[src/rtl/bram16_bus_bridge_if.sv]
// bram16_bus_bridge_if
//
// Request/response bundle between an on-chip bus master and bram16_bus_bridge.
//
// Signals:
//   req_valid  request present (master -> bridge)
//   req_ready  bridge can accept; high only while idle (bridge -> master)
//   req_we     1 = write, 0 = read
//   req_addr   byte address, bits [1:0] ignored
//   req_wdata  32-bit write data, [15:0] is the low halfword
//   req_wstrb  byte strobes, only meaningful for writes
//   rsp_valid  one-cycle completion pulse, no backpressure
//   rsp_rdata  read word, 0 for writes
//
// Modports:
//   master  the requester side
//   slave   the bridge side

interface bram16_bus_bridge_if #(
    parameter int unsigned ADDR_W = 13
) ();

    logic              req_valid;
    logic              req_ready;
    logic              req_we;
    logic [ADDR_W-1:0] req_addr;
    logic [31:0]       req_wdata;
    logic [3:0]        req_wstrb;
    logic              rsp_valid;
    logic [31:0]       rsp_rdata;

    modport master (
        output req_valid,
        output req_we,
        output req_addr,
        output req_wdata,
        output req_wstrb,
        input  req_ready,
        input  rsp_valid,
        input  rsp_rdata
    );

    modport slave (
        input  req_valid,
        input  req_we,
        input  req_addr,
        input  req_wdata,
        input  req_wstrb,
        output req_ready,
        output rsp_valid,
        output rsp_rdata
    );

endinterface

[src/rtl/bram16_bus_bridge.sv]
// bram16_bus_bridge
//
// Converts one 32-bit word access from the on-chip bus into two sequential
// 16-bit accesses on port A of a 4096x16 block RAM with unregistered
// (one-cycle latency) read data. Port B of the RAM is left to another master.
//
// Sequence per access: IDLE -> LO -> HI -> TAIL -> RESP -> IDLE.
//   LO   drives the low halfword address, RAM data for it arrives in HI.
//   HI   drives the high halfword address, RAM data for it arrives in TAIL.
//   TAIL RAM idle, captures the high halfword.
//   RESP one-cycle rsp_valid pulse.
//
// Ports:
//   clk        single clock, also the RAM's clka
//   rst        synchronous active-high reset
//   bus        request/response bundle (slave modport)
//   bram_addr  halfword address to the RAM (addra)
//   bram_ce    RAM chip select (cea)
//   bram_we    RAM byte write enables (wea)
//   bram_di    RAM write data (dia)
//   bram_do    RAM read data (doa), valid the cycle after the address edge
//
// Optional feature (macro BRAM16_BRIDGE_WSKIP_EN):
//   When defined, writes skip RAM cycles whose byte strobes are all zero and
//   never visit TAIL, since there is no read data to wait for. Reads are
//   unaffected. When undefined every access takes the full 4-cycle sequence.

module bram16_bus_bridge #(
    parameter int unsigned ADDR_W = 13
) (
    input  logic                    clk,
    input  logic                    rst,
    bram16_bus_bridge_if.slave      bus,
    output logic [ADDR_W-2:0]       bram_addr,
    output logic                    bram_ce,
    output logic [1:0]              bram_we,
    output logic [15:0]             bram_di,
    input  logic [15:0]             bram_do
);

    localparam int unsigned IDX_W = ADDR_W - 2;

    typedef enum logic [2:0] {
        StIdle,
        StLo,
        StHi,
        StTail,
        StResp
    } state_e;

    state_e state_q, state_d;

    // Latched request fields
    logic             we_q;
    logic [IDX_W-1:0] idx_q;
    logic [31:0]      wdata_q;
    logic [3:0]       wstrb_q;

    // Captured read halves
    logic [15:0]      lo_q;
    logic [15:0]      hi_q;

    logic             accept;

    // Word alignment: the byte-offset bits carry no information
    logic             unused_addr_lsb;
    assign unused_addr_lsb = ^bus.req_addr[1:0];

    always_comb begin
        accept = (state_q == StIdle) && bus.req_valid;
    end

    // ------------------------------------------------------------------
    // State register
    // ------------------------------------------------------------------
    always_ff @(posedge clk) begin
        if (rst) begin
            state_q <= StIdle;
        end else begin
            state_q <= state_d;
        end
    end

    // ------------------------------------------------------------------
    // Next-state logic
    // ------------------------------------------------------------------
    always_comb begin
        state_d = state_q;
        case (state_q)
            StIdle: begin
                if (accept) begin
`ifdef BRAM16_BRIDGE_WSKIP_EN
                    // Decided from the incoming request: fields are not latched yet
                    if (bus.req_we && (bus.req_wstrb == 4'b0000)) begin
                        state_d = StResp;
                    end else if (bus.req_we && (bus.req_wstrb[1:0] == 2'b00)) begin
                        state_d = StHi;
                    end else begin
                        state_d = StLo;
                    end
`else
                    state_d = StLo;
`endif
                end
            end
            StLo: begin
`ifdef BRAM16_BRIDGE_WSKIP_EN
                if (we_q && (wstrb_q[3:2] == 2'b00)) begin
                    state_d = StResp;
                end else begin
                    state_d = StHi;
                end
`else
                state_d = StHi;
`endif
            end
            StHi: begin
`ifdef BRAM16_BRIDGE_WSKIP_EN
                // Writes have no high halfword to collect
                state_d = we_q ? StResp : StTail;
`else
                state_d = StTail;
`endif
            end
            StTail:  state_d = StResp;
            StResp:  state_d = StIdle;
            default: state_d = StIdle;
        endcase
    end

    // ------------------------------------------------------------------
    // Request latch and read-data capture
    // ------------------------------------------------------------------
    always_ff @(posedge clk) begin
        if (rst) begin
            we_q    <= 1'b0;
            idx_q   <= '0;
            wdata_q <= '0;
            wstrb_q <= '0;
            lo_q    <= '0;
            hi_q    <= '0;
        end else begin
            if (accept) begin
                we_q    <= bus.req_we;
                idx_q   <= bus.req_addr[ADDR_W-1:2];
                wdata_q <= bus.req_wdata;
                // Reads must never write the RAM, whatever the strobes say
                wstrb_q <= bus.req_we ? bus.req_wstrb : 4'b0000;
            end
            // doa reflects the address presented in the previous cycle
            if (state_q == StHi) begin
                lo_q <= bram_do;
            end
            if (state_q == StTail) begin
                hi_q <= bram_do;
            end
        end
    end

    // ------------------------------------------------------------------
    // Outputs, decoded from registered state only
    // ------------------------------------------------------------------
    always_comb begin
        bus.req_ready = 1'b0;
        bus.rsp_valid = 1'b0;
        bus.rsp_rdata = '0;
        bram_ce       = 1'b0;
        bram_addr     = '0;
        bram_we       = 2'b00;
        bram_di       = '0;
        case (state_q)
            StIdle: begin
                bus.req_ready = 1'b1;
            end
            StLo: begin
                bram_ce   = 1'b1;
                bram_addr = {idx_q, 1'b0};
                bram_we   = wstrb_q[1:0];
                bram_di   = wdata_q[15:0];
            end
            StHi: begin
                bram_ce   = 1'b1;
                bram_addr = {idx_q, 1'b1};
                bram_we   = wstrb_q[3:2];
                bram_di   = wdata_q[31:16];
            end
            StResp: begin
                bus.rsp_valid = 1'b1;
                bus.rsp_rdata = we_q ? 32'h0 : {hi_q, lo_q};
            end
            default: begin
            end
        endcase
    end

endmodule
[src/flat_wrapper.sv]
// flat-port wrapper written by rule: the top's interface ports become plain ports
module bram16_bus_bridge_flat 
#(
    parameter int unsigned ADDR_W = 13
)
  (clk, rst, bram_addr, bram_ce, bram_we, bram_di, bram_do, bus_req_valid, bus_req_we, bus_req_addr, bus_req_wdata, bus_req_wstrb, bus_req_ready, bus_rsp_valid, bus_rsp_rdata);
  bram16_bus_bridge_if #(.ADDR_W(ADDR_W)) bus_i ();
  input  logic clk;
  input  logic rst;
  output logic [ADDR_W-2:0] bram_addr;
  output logic bram_ce;
  output logic [1:0] bram_we;
  output logic [15:0] bram_di;
  input  logic [15:0] bram_do;
  input wire logic [$bits(bus_i.req_valid)-1:0] bus_req_valid;
  input wire logic [$bits(bus_i.req_we)-1:0] bus_req_we;
  input wire logic [$bits(bus_i.req_addr)-1:0] bus_req_addr;
  input wire logic [$bits(bus_i.req_wdata)-1:0] bus_req_wdata;
  input wire logic [$bits(bus_i.req_wstrb)-1:0] bus_req_wstrb;
  output wire logic [$bits(bus_i.req_ready)-1:0] bus_req_ready;
  output wire logic [$bits(bus_i.rsp_valid)-1:0] bus_rsp_valid;
  output wire logic [$bits(bus_i.rsp_rdata)-1:0] bus_rsp_rdata;
  assign bus_i.req_valid = bus_req_valid;
  assign bus_i.req_we = bus_req_we;
  assign bus_i.req_addr = bus_req_addr;
  assign bus_i.req_wdata = bus_req_wdata;
  assign bus_i.req_wstrb = bus_req_wstrb;
  assign bus_req_ready = bus_i.req_ready;
  assign bus_rsp_valid = bus_i.rsp_valid;
  assign bus_rsp_rdata = bus_i.rsp_rdata;
  bram16_bus_bridge #(.ADDR_W(ADDR_W)) u_core (.clk(clk), .rst(rst), .bus(bus_i), .bram_addr(bram_addr), .bram_ce(bram_ce), .bram_we(bram_we), .bram_di(bram_di), .bram_do(bram_do));
endmodule
[config.mk]
export PLATFORM = sky130hd
export DESIGN_NAME = bram16_bus_bridge_flat
export DESIGN_NICKNAME = d
export VERILOG_FILES = /design/src/rtl/bram16_bus_bridge_if.sv /design/src/rtl/bram16_bus_bridge.sv /design/src/flat_wrapper.sv
export SDC_FILE = /design/constraint.sdc
export NUM_CORES = 1
export LEC_CHECK = 0
export CAP_MARGIN = 10
export CORE_MARGIN = 2
export CORE_UTILIZATION = 30
export DETAILED_ROUTE_END_ITERATION = 16
export PLACE_DENSITY = 0.55
export SYNTH_ARGS = -nofsm -noshare
export SYNTH_HDL_FRONTEND = slang
export SYNTH_SLANG_ARGS = --single-unit
[constraint.sdc]
create_clock -name clk -period 1.7 [get_ports clk]
set_clock_uncertainty 0.2 [all_clocks]
set_input_delay 0.255 -clock clk [delete_from_list [all_inputs] [get_ports clk]]
set_output_delay 0.255 -clock clk [all_outputs]
set_load 0.02 [all_outputs]
==> impl_metrics.json, run 1 <==
{
  "status": "complete, but fails checks",
  "violations": "negative setup slack",
  "pwr-share-comb_pct": 25.1,
  "vias_per_cell": 4.44,
  "areaGrowthSynthToFinish_pct": 72.2,
  "r2r_end": "u_core.wdata_q[18]",
  "syn_area_per_cell_sq_um": 9.97,
  "yosysSeqAreaShare_pct": 39.9,
  "drive_gt1_share_pct": 36.3,
  "cts_root_buffer": "clkbuf_16",
  "fillers": 1235,
  "syn-cell-area_sq_um": 4170,
  "core_sq_um": 13700,
  "drtIter0Drc": 149,
  "ff2ff_path_depth": 9,
  "cts_buffers": 9,
  "gr-total-overflow": 0,
  "cp-endpoint": "bram_di[4]",
  "cts_tree": "built",
  "fin_util_pct": 52.3,
  "grt_pass1_vias": 3548,
  "layout_common_cells": "nand2b_1, dfxtp_1, mux2i_1",
  "die_x_um": 122,
  "drt_pass1_iterations": 4,
  "final-instance-count-excl-fill": 780,
  "worstPathRequired_ns": 1.24,
  "syn_inst": 418,
  "dieArea_sq_um": 14900,
  "io_buffers": 131,
  "finalSetupViolations": 127,
  "grt_usage_pct": 16.0,
  "use_met3_pct": 5.20,
  "synth_fp_nets": 487,
  "route.detailed.drc": 0,
  "netlist.area_leader.share_pct": 39.9,
  "tightest_slew_ns": 0.235,
  "met1_usage_pct": 20.9,
  "clkPwrFrac_pct": 39.0,
  "crit_path_end_kind": "primary output",
  "seqCellArea_sq_um": 1660,
  "cap_viol_max_count": 0,
  "p_sw_w": 0.00148,
  "grt_max_degree": 77,
  "ctsHtreeMaxLevel": 3,
  "synth_warnings": 0,
  "ctsHoldBuffers": 0,
  "synth_top_cell_by_area": "dfxtp_1",
  "fin_crit_ns": 2.15,
  "ir_drop_mv": 0.544,
  "clockBufferDepth": 2,
  "drt_wl_total_um": 12000,
  "initial_core_util_pct": 30.4,
  "grt_most_used_layer": "met2",
  "path_max_fanout": 5,
  "die_y_um": 122,
  "rows": 43,
  "clock.fmax_mhz": 465,
  "yosysUniqueCellTypes": 23,
  "crit_top_cell": "buf_6",
  "cp-startpoint": "u_core.state_q[0]",
  "p_sw_share_pct": 24.5,
  "cpMaxStageDelayCell": "or3b_4",
  "gp_congestion": 0.748,
  "slew_headroom_pct": 84.3,
  "layout_commonest_cell": "nand2b_1",
  "internal_power_w": 0.00457,
  "insertion_delay_ns": 0.35,
  "crit_path_start_kind": "flip-flop",
  "finalMaxSlewViolations": 0,
  "path_class": "reg -> out",
  "leakage_nw": 3.04,
  "seq_power_share_pct": 35.9,
  "dpl.hpwl_um": 7000,
  "power.density_nw_per_um2": 842,
  "use_met2_pct": 24.6,
  "grt_pass1_wl_um": 18200,
  "period_share_pct": 127,
  "path_cells": "or3b_4, inv_8, buf_16, buf_6, a22o_1, buf_6",
  "hold_viol": 0,
  "max_stage_delay_ns": 0.43,
  "path_clk_slew_ns": 0.06,
  "finalSetupTns_ns": -36.52,
  "cp.arrival_ns": 1.70,
  "setup_ws_ns": -0.453,
  "hold_path.class": "in -> reg",
  "synth_area_leaders": "dfxtp_1, nand2b_1, mux2i_1",
  "antenna_found_initial": 0,
  "wl_per_cell_um": 15.4,
  "ys_ff_latch": 83,
  "worstReg2RegStart": "u_core.state_q[0]",
  "power_w": 0.00605,
  "multiInputGateArea_sq_um": 2560,
  "pin_count": 134,
  "r2r_slack_ns": -0.24,
  "grt_setup_unrepaired": "yes",
  "postRouteAntennaNets": 0,
  "antenna_cells": 0,
  "vias": 3464,
  "dp_cells": 718,
  "numClockSinks": 83,
  "nets": 664
}
per-stage QoR:
step	hold slack, ns	worst slack (ns)	instance area, sq um
5_1_grt	0.196	-0.512	7180
3_5_place_dp	0.258	-0.519	5900
2_1_floorplan	0.210	-0.0987	4310
3_3_place_gp	0.254	-0.514	5900
6_report	0.198	-0.453	7180
4_1_cts	0.173	-0.522	6890
cells in the mapped netlist:
library cell,number
nand2b_1,140
dfxtp_1,83
mux2i_1,80
and2_1,32
clkbuf_1,21
a22o_1,18
nor3b_1,12
buf_6,5
nand3b_1,5
buf_4,4
nor2_1,3
buf_2,2
buf_8,2
nor3_1,2
and3b_1,1
buf_12,1
inv_4,1
nor3b_4,1
nor4_1,1
nor4b_2,1
nor4b_4,1
or3b_4,1
xnor2_1,1
state kept, by name, summed over array words and instances, names as in the netlist:
register	count
u_core.wdata_q	32
u_core.hi_q	16
u_core.wstrb_q	4
u_core.idx_q	11
u_core.state_q	3
u_core.lo_q	16
u_core.we_q	1
logic make-up after synthesis:
| group | after synthesis | synth area share (%) |
|---|---|---|
| AND/OR/NAND/NOR | 200 | 31.4 |
| AO/OA/AOI/OAI | 18 | 3.78 |
| multiplexers | 80 | 19.2 |
| XOR/XNOR | 1 | 0.210 |
| flip-flops | 83 | 39.9 |
| buffers and inverters | 36 | 5.55 |
worst max-delay path, delay by kind of cell, from the launching register on:
| family | cells | cell delay, ns |
|---|---|---|
| AND/OR/NAND/NOR | 1 | 0.43 |
| buffers and inverters | 4 | 0.43 |
| flip-flops | 1 | 0.34 |
| AO/OA/AOI/OAI | 1 | 0.15 |
final cells by class:
cell class | instances | share of cell area (%)
flip-flops and latches | 83 | 23.2
multi-input cells | 299 | 35.6
clock buffers | 12 | 3.71
clock inverters | 4 | 1.32
well taps | 180 | 3.14
repair buffers | 201 | 32.8
inverters | 1 | 0.157
worst min-delay path by stage:
stage                     startpoint                end  slack, ns  cells past startpoint
floorplan            bus_req_addr[2]    u_core.idx_q[0]       0.21                      2
global placement    u_core.idx_q[10]   u_core.idx_q[10]       0.25                      2
detailed placement   u_core.lo_q[15]    u_core.lo_q[15]       0.26                      2
CTS                              rst  u_core.state_q[2]       0.17                      3
global route                     rst  u_core.state_q[2]       0.20                      3
finish                           rst  u_core.state_q[2]       0.20                      3
routing by layer:
layer | wire [um] | up-vias | part of all wire (%)
met3 | 816 | 12 | 6.8
met5 | 0 | - | 0
met2 | 5620 | 100 | 47
met1 | 5360 | 1615 | 45
met4 | 178 | 0 | 1.5
li1 | - | 1737 | -
power by group through the flow:
stage	clock network, W	registers, W	logic [W]
after floorplan	0	0.00218	0.000642
after global placement	0	0.00221	0.00104
after detailed placement	0	0.00221	0.00105
after CTS	0.00242	0.00217	0.00148
after global routing	0.00250	0.00219	0.00162
final	0.00236	0.00217	0.00152
repair_timing:
| item | 4_1_cts | 5_1_grt |
|---|---|---|
| endpoints found under the setup margin | 117 | 127 |
| cloned | 7 | 3 |
| buffers inserted | 25 | 13 |
| resized for setup | 424 | 73 |
| pin swaps | 10 | 25 |
No activity file was read; power rests on OpenSTA's default activity.
==> run 2, diff against run 1 <==
--- a/config.mk
+++ b/config.mk
@@ -9,7 +9,9 @@
 export CORE_MARGIN = 2
 export CORE_UTILIZATION = 30
 export DETAILED_ROUTE_END_ITERATION = 16
-export PLACE_DENSITY = 0.55
+export DONT_BUFFER_PORTS = 1
+export PLACE_DENSITY = 0.41
+export SLEW_MARGIN = 5
 export SYNTH_ARGS = -nofsm -noshare
 export SYNTH_HDL_FRONTEND = slang
 export SYNTH_SLANG_ARGS = --single-unit
==> constraint.sdc (replaced) <==
create_clock -name clk -period 2.6 [get_ports clk]
set_clock_uncertainty 0.2 [all_clocks]
set_input_delay 0.39 -clock clk [delete_from_list [all_inputs] [get_ports clk]]
set_output_delay 0.39 -clock clk [all_outputs]
set_load 0.02 [all_outputs]
==> impl_metrics.json, run 2 (synthesis gave the netlist of run 1 again) <==
{
  "status": "finished, final reports clean",
  "ir_drop_mv": 0.252,
  "fillers": 1417,
  "r2r_end": "u_core.lo_q[4]",
  "largest_reg_flops": 32,
  "hold_path_startpoint": "bus_req_wdata[13]",
  "cp.arrival_ns": 1.83,
  "power_w": 0.00316,
  "drive_gt1_share_pct": 9.50,
  "clockBufferDepth": 2,
  "antenna_cells": 0,
  "cts_tree": "built",
  "cap_viol_max_count": 0,
  "crit_path_end_kind": "primary output",
  "hold_path.class": "in -> reg",
  "regMostFlops": "u_core.wdata_q",
  "leakage_nw": 1.91,
  "postRouteAntennaNets": 0,
  "tightest_slew_ns": 0.663,
  "die_x_um": 122,
  "antenna_found_initial": 0,
  "io_buffers": 0,
  "numClockSinks": 83,
  "dieArea_sq_um": 14900,
  "top_regs": "u_core.wdata_q x32, u_core.hi_q x16, u_core.lo_q x16",
  "path_max_fanout": 26,
  "initial_core_util_pct": 30.4,
  "path_delay_family": "simple AND/OR/NAND/NOR gates",
  "drt_wl_total_um": 9830,
  "fin_hold_ws_ns": 0.00702,
  "hold_viol": 0,
  "drt_pass1_iterations": 4,
  "worstReg2RegStart": "u_core.state_q[1]",
  "drtIter0Drc": 129,
  "cpMaxStageDelayCell": "or3b_4",
  "slew_headroom_pct": 55.6,
  "power.density_nw_per_um2": 649,
  "core_sq_um": 13700,
  "route.detailed.drc": 0,
  "insertion_delay_ns": 0.34,
  "grt_max_degree": 146,
  "rows": 43,
  "areaGrowthSynthToFinish_pct": 16.7,
  "finalSetupViolations": 0,
  "layout_commonest_cell": "nand2b_1",
  "worst-path-buf-inv": 1,
  "whs_path_depth": 2,
  "worstPathRequired_ns": 2.01,
  "period_share_pct": 93.0,
  "fin_util_pct": 35.5,
  "finalMaxSlewViolations": 0,
  "path_class": "reg -> out",
  "cts_setup_buffers": 0,
  "ctsHtreeMaxLevel": 3,
  "cp-startpoint": "u_core.state_q[1]",
  "path_cells": "or3b_4, inv_6, a22o_1",
  "r2r_slack_ns": 0.69,
  "layout_common_cells": "nand2b_1, dfxtp_1, mux2i_1",
  "wl_per_cell_um": 15.8,
  "cts_buffers": 9,
  "crit_path_start_kind": "flip-flop",
  "fin_crit_ns": 2.42,
  "pin_count": 134,
  "grt_usage_pct": 13.5,
  "nets": 506,
  "max_stage_delay_ns": 0.46,
  "grt_pass1_vias": 2890,
  "cts_root_buffer": "clkbuf_16",
  "ff2ff_path_depth": 4,
  "grt_setup_unrepaired": "no",
  "vias_per_cell": 4.55,
  "die_y_um": 122,
  "grt_pass1_wl_um": 15500,
  "path_clk_slew_ns": 0.06,
  "dpl.hpwl_um": 5950,
  "hold-path-endpoint": "u_core.wdata_q[13]",
  "finalSetupTns_ns": 0,
  "gr-total-overflow": 0,
  "clock.fmax_mhz": 414,
  "vias": 2831,
  "gp_congestion": 0.639
}
## run 2: cell types whose count changed in the layout (fill, tap and decap cells not counted), sizes merged
| cell | delta |
|---|---|
| buf | -111 |
| bufinv | -2 |
| clkbuf | -1 |
| clkdlybuf4s50 | -65 |
| dlygate4sd3 | +21 |
## run 2: how the worst max path moves through the flow
stage,end,cells after the start,slack (ns)
final,bram_we[1],3,0.18
after global routing,bus_rsp_rdata[13],4,0.03
after CTS,bram_we[1],3,0.03
after detailed placement,bram_addr[5],3,0.28
after global placement,bram_addr[9],3,0.27
after floorplan,bram_di[1],5,0.67
## run 2: power breakdown
part	total [W]	internal (W)	switching, W
Clock	0.00128	0.000771	0.000511
Sequential	0.00142	0.00136	0.0000543
Combinational	0.000459	0.000223	0.000236
Total	0.00316	0.00236	0.000802
## run 2: through the flow
step	instance area [sq um]	setup WS (ns)	instances
2_1_floorplan	4170	0.666	418
3_3_place_gp	4360	0.268	585
3_5_place_dp	4360	0.279	585
4_1_cts	4860	0.0321	622
5_1_grt	4870	0.0335	622
6_report	4870	0.182	622
## run 2: what timing repair did
item / 4_1_cts / 5_1_grt
hold buffers: 21 / 0
setup endpoints to repair: 24 / 16
hold endpoints to repair: 23 / 0
resized for setup: 2 / 2
## run 2: area by class of cell
cell class / instances / area [sq um] / area share (%)
multi-input cells: 299 / 2290 / 47.1
clock inverters: 2 / 35.0 / 0.720
clock buffers: 14 / 254 / 5.22
well taps: 180 / 225 / 4.63
flip-flops and latches: 83 / 1660 / 34.2
repair buffers: 43 / 388 / 7.97
inverters: 1 / 8.76 / 0.180
## run 2: layer usage
metal | GRT usage (%) | routed length [um]
met5 | 0 | 0
met4 | 6.39 | 204
met3 | 4.68 | 724
met2 | 20.8 | 4380
met1 | 17.0 | 4530
